File: config.mk
export PLATFORM = sky130hd
export DESIGN_NAME = vec_mem_seq
export DESIGN_NICKNAME = d
export VERILOG_FILES = /design/src/rtl/vec_pkg.sv /design/src/rtl/vec_addr_gen.sv /design/src/rtl/vec_mem_seq.sv
export SDC_FILE = /design/constraint.sdc
export NUM_CORES = 2
export LEC_CHECK = 0
export BUFFER_PORTS_ARGS = -buffer_cell sky130_fd_sc_hd__buf_2
export CORE_AREA = 2 2 455 457
export CTS_CLUSTER_DIAMETER = 50
export DETAILED_ROUTE_END_ITERATION = 6
export DIE_AREA = 0 0 457 459
export GPL_TIMING_DRIVEN = 0
export PLACE_DENSITY_LB_ADDON = 0.3
export SETUP_SLACK_MARGIN = 0.15
export SYNTH_ARGS = -nofsm -noshare
export SYNTH_HDL_FRONTEND = slang
export SYNTH_SLANG_ARGS = --single-unit
File: constraint.sdc
create_clock -name CLK -period 39.2 [get_ports CLK]
set_input_delay 3.92 -clock CLK [delete_from_list [all_inputs] [get_ports CLK]]
set_output_delay 3.92 -clock CLK [all_outputs]
set_load 0.03 [all_outputs]
File: src/rtl/vec_pkg.sv
// Shared constants and types for the vector memory-stage sequencer.
package vec_pkg;

   localparam int unsigned LANES  = 16;
   localparam int unsigned DATA_W = 32;
   localparam int unsigned ADDR_W = 32;
   localparam int unsigned LANE_W = $clog2(LANES);

   typedef logic [LANES-1:0][DATA_W-1:0] vec_t;
   typedef logic [LANE_W-1:0]            lane_t;

   typedef enum logic [1:0] {IDLE, BUSY, DONE} state_e;

endpackage

File: src/rtl/vec_addr_gen.sv
// Lane address generator: latches base (and stride when VEC_MEM_STRIDE_EN is defined)
// and walks base + lane*stride incrementally, wrapping modulo 2^ADDR_W.
module vec_addr_gen
   import vec_pkg::*;
(
   input  logic              clk_i,
   input  logic              rst_i,
   input  logic              load_i,
   input  logic              step_i,
   input  logic [ADDR_W-1:0] base_i,
`ifdef VEC_MEM_STRIDE_EN
   input  logic [ADDR_W-1:0] stride_i,
`endif
   output logic [ADDR_W-1:0] addr_o
);

   logic [ADDR_W-1:0] addr_q;
   logic [ADDR_W-1:0] stride;

`ifdef VEC_MEM_STRIDE_EN
   logic [ADDR_W-1:0] stride_q;

   always_ff @(posedge clk_i or posedge rst_i) begin
      if (rst_i) begin
         stride_q <= '0;
      end else if (load_i) begin
         stride_q <= stride_i;
      end
   end

   assign stride = stride_q;
`else
   assign stride = ADDR_W'(4);
`endif

   // Accumulating the stride avoids a lane*stride multiplier.
   always_ff @(posedge clk_i or posedge rst_i) begin
      if (rst_i) begin
         addr_q <= '0;
      end else if (load_i) begin
         addr_q <= base_i;
      end else if (step_i) begin
         addr_q <= addr_q + stride;
      end
   end

   assign addr_o = addr_q;

endmodule

File: src/rtl/vec_mem_seq.sv
// Vector load/store sequencer: serialises 16 lanes onto a 32-bit req/ack memory port.
// Define VEC_MEM_STRIDE_EN to add the StrideM input (signed byte stride per lane).
module vec_mem_seq
   import vec_pkg::*;
(
   input  logic              CLK,
   input  logic              RST,
   input  logic              MemReqM,
   input  logic              MemWriteM,
   input  logic [ADDR_W-1:0] AddrM,
`ifdef VEC_MEM_STRIDE_EN
   input  logic [ADDR_W-1:0] StrideM,
`endif
   input  vec_t              WriteDataM,
   output vec_t              ReadDataM,
   output logic              StallM,
   output logic              DoneM,
   output logic              mem_req,
   output logic              mem_we,
   output logic [ADDR_W-1:0] mem_addr,
   output logic [DATA_W-1:0] mem_wdata,
   input  logic [DATA_W-1:0] mem_rdata,
   input  logic              mem_ack
);

   state_e            state_q;
   lane_t             lane_q;
   logic              we_q;
   vec_t              wdata_q;
   vec_t              rdata_q;
   logic              accept;
   logic              busy;
   logic              step;
   logic              last;
   logic [ADDR_W-1:0] lane_addr;

   assign accept = (state_q == IDLE) && MemReqM;
   assign busy   = (state_q == BUSY);
   assign step   = busy && mem_ack;
   assign last   = (lane_q == lane_t'(LANES - 1));

   vec_addr_gen u_addr_gen (
      .clk_i   (CLK),
      .rst_i   (RST),
      .load_i  (accept),
      .step_i  (step),
      .base_i  (AddrM),
`ifdef VEC_MEM_STRIDE_EN
      .stride_i(StrideM),
`endif
      .addr_o  (lane_addr)
   );

   always_ff @(posedge CLK or posedge RST) begin
      if (RST) begin
         state_q <= IDLE;
         lane_q  <= '0;
         we_q    <= 1'b0;
         wdata_q <= '0;
         rdata_q <= '0;
      end else begin
         unique case (state_q)
            IDLE: begin
               if (MemReqM) begin
                  we_q    <= MemWriteM;
                  wdata_q <= WriteDataM;
                  lane_q  <= '0;
                  state_q <= BUSY;
               end
            end
            BUSY: begin
               if (mem_ack) begin
                  if (!we_q) begin
                     rdata_q[lane_q] <= mem_rdata;
                  end
                  if (last) begin
                     state_q <= DONE;
                  end else begin
                     lane_q <= lane_q + lane_t'(1);
                  end
               end
            end
            // MemReqM here still belongs to the finishing instruction.
            DONE: state_q <= IDLE;
            default: state_q <= IDLE;
         endcase
      end
   end

   // Memory outputs decode straight from registered state, so they only move on edges.
   assign mem_req   = busy;
   assign mem_we    = busy && we_q;
   assign mem_addr  = busy ? lane_addr : '0;
   assign mem_wdata = busy ? wdata_q[lane_q] : '0;
   assign DoneM     = (state_q == DONE);
   assign StallM    = busy || accept;
   assign ReadDataM = rdata_q;

endmodule

==> summary.txt <==
Die
  – Die W: 457 um
  – Num ports: 1161
  – Die area: 210000 sq um
  – Starting Density: 0.216
  – Die Height: about 460 um
  – Core area: 206000 sq um
  – Num rows: 167

Clock network
  – Clk Latency, worst-skew pair: 0.81 ns
  – CTS Sinks: around 1100
  – CTS buffer count: 147
  – CTS tree: built
  – Postcts setup bufs: 0
  – Resized cells post-CTS: 0
  – Hold Buf Count CTS: 0
  – CTS H-Tree Depth: 4
  – Clock buffer depth: 3
  – Register clock-pin slew on the reported worst setup and hold paths: 0.06 ns
  – Clock root buffer: clkbuf_16

Timing
  – Tmin final: ~9.5 ns
  – Worst rel slew slack: 0.0960
  – Setup_tns: 0 ns
  – Final setup violation count: 0
  – Worst-margin pin slew: 1.36 ns
  – Clock skew: 0.0279 ns
  – Fin crit share: 0.243
  – Unrepaired setup endpoints after global routing: no
  – Final WS setup: 29.67 ns
  – Final Max Tran Viols: 0
  – Hold Violations, Final: 0
  – FMAX: approximately 100 MHz

Worst setup path
  – Critical path arrival: 5.61 ns
  – Crit end category: output port
  – Crit path kind: register to output port
  – CP max FO: 10
  – CP Data Required Time: 35.28 ns
  – Critical path launch point type: register

Place
  – Placed wire-length estimate: 170000 um
  – I/O Buffers: 1160
  – Final Wtd Congestion: 0.921
  – Dpl ws: 29.61 ns

Route
  – DR iter-0 viols: 2331
  – DR vias: roughly 35000
  – Routed Antenna Nets: 0
  – DR DRC count: 0
  – Final WL: around 210000 um
  – Routed len/inst: 26.8 um
  – Vias per inst: roughly 4.4
  – First-pass detailed-route iteration total: 5

GRT
  – Initial antenna violation count: 54
  – Grt met2 use: 0.353
  – Vias in the first global route: about 36000
  – Met1 Resource Use GR: 0.226
  – Total grt overflow: 0
  – GR peak layer: met2
  – Pin count of the biggest net entering global routing: 129
  – Met3 Usage GRT: 0.0497
  – First-pass GRT wire length: 293000 um
  – GRT Total Usage: 0.200

Synth
  – Yosys warning total: 0
  – Yosys top cell area share: 0.598
  – Post-synthesis mux area share: 0.212
  – Top post-synthesis cells by area: dfrtp_1 (60%), nand2_1 (13%), mux2_2 (12%)
  – Post-Synth Adder-Cell Area: 0.00141
  – Xor/xnor share of the synthesized area: 0.00590
  – Mean post-synth cell area: roughly 12 sq um
  – Synth unique cells: 38
  – Largest family of logic cells by synthesized area: multiplexers
  – Post-synthesis sequential area ratio: 0.598
  – Cell area after synthesis: around 45000 sq um
  – Seq cells post-synth: 1063
  – Number of cells produced by synthesis: 3843
  – Synth Area in Compound Gates: 0.00838
  – Post-synth top area cell: dfrtp_1
  – Syn nets: 4429
  – Synth Area in Simple Gates: 0.150

Flow run
  – Max-cap violations: 0

Final layout
  – Area Overhead vs Synth: 32.5%
  – Final nets: roughly 5700
  – Share of layout cells above drive strength 1: 0.404
  – Fillers: 21677
  – Final Util: 0.287

Status
  – Status: finished clean

Pwr
  – VDD IR-drop max: around 49 uV
  – P per Cell Area: 95.0 nW/um^2
  – Tot Pwr: about 5.6 mW
  – Leak: 30.3 nW

Min path
  – Hold WC Path Type: register to register
-- per-layer routing --
metal	vias to the layer above	share of wire
met5	-	0.0012
met4	38	0.047
met3	348	0.068
met2	1469	0.51
met1	17919	0.38
li1	15442	-
-- path summary, 6_finish.rpt --
kind | startpoint | to | cells after the start | slack [ns]
worst min-delay path | wdata_q[338] | wdata_q[338] | 2 | 0.47
max in group asynchronous | RST | ReadDataM[109] | 5 | 33.68
min in group asynchronous | RST | u_addr_gen.addr_o[23] | 2 | 3.20
worst max register to register | lane_q[1] | ReadDataM[159] | 9 | 34.19
worst max-delay path | lane_q[1] | mem_wdata[4] | 7 | 29.67
worst min register to register | wdata_q[338] | wdata_q[338] | 2 | 0.47
-- where the power goes --
group / switching, mW / internal, mW / total (mW) / leakage [nW]
clock: 0.546 / 0.809 / 1.36 / 2.41
combinational: 1.58 / 0.808 / 2.39 / 14.4
sequential: 0.278 / 1.58 / 1.86 / 13.5
total: 2.40 / 3.20 / 5.60 / 30.3
-- final cells by class --
class	instances	area, sq um	share of cell area
buffer	255	1080	0.0183
tap	2704	3380	0.0574
multi-input combinational	2518	16800	0.285
clock inverter	70	793	0.0135
timing repair buffer	1171	6080	0.103
antenna	34	85.1	0.00144
inverter	7	33.8	0.000573
clock buffer	190	4120	0.0698
sequential	1063	26600	0.451
-- Yosys cell counts, drive strengths merged --
cell type and number:
buf 95, nor3b 2, nand3 20, a31oi 2
nand2 1593, nand2b 2, nor2 18, and4 1
nor4b 1, nand4 12, ha 5, nand3b 3
mux2 513, dfrtp 1063, and2b 1, inv 7
mux2i 65, mux4 128, and2 38, o22ai 32
or3 3, nor2b 7, nor4 2, clkbuf 160
and3 4, nor3 2, o21ai 28, nand4b 2
xnor2 7, xor2 23, a21oi 4
-- registers in the layout (all words and copies together), names as in the netlist --
signal             flops
ReadDataM            512
we_q                   1
lane_q                 4
state_q                2
u_addr_gen.addr_o     32
wdata_q              512
-- stage by stage --
stage               cell area (sq um)  hold slack [ns]  std cells
finish                          59000            0.469       8012
global route                    59000            0.484       8003
CTS                             58900            0.471       7978
detailed placement              54000            0.458       7718
global placement                53700            0.452       7707
floorplan                       44500            0.437       3843
-- placed cells by master (no fill, tap or decap), drive strengths merged, types with 12 or more instances in the layout --
cell type,instances
nand3,20
xor2,23
clkbuf,350
buf,1266
and2,38
dfrtp,1063
nor2,18
nand4,12
mux4,128
mux2,513
diode,34
o21ai,28
o22ai,32
inv,29
nand2,1593
clkinv,31
mux2i,65
-- logic make-up (layout without fill, tap and decap cells) --
family	Yosys count	count (layout)
XOR/XNOR	30	30
AO/OA/AOI/OAI	66	66
other	0	34
AND/OR/NAND/NOR	1711	1711
flip-flops	1063	1063
multiplexers	706	706
buffers and inverters	262	1693
adder cells (fa/ha/maj)	5	5
-- worst max-delay path, cell delays in order, from the launching register on --
cell and delay [ns]:
dfrtp_1 0.38, clkbuf_1 0.86, clkbuf_1 0.97, clkbuf_1 0.92, mux4_2 0.46, mux2i_1 0.68, o22ai_1 0.26, buf_2 0.26
(Power assumes the default switching activity.)
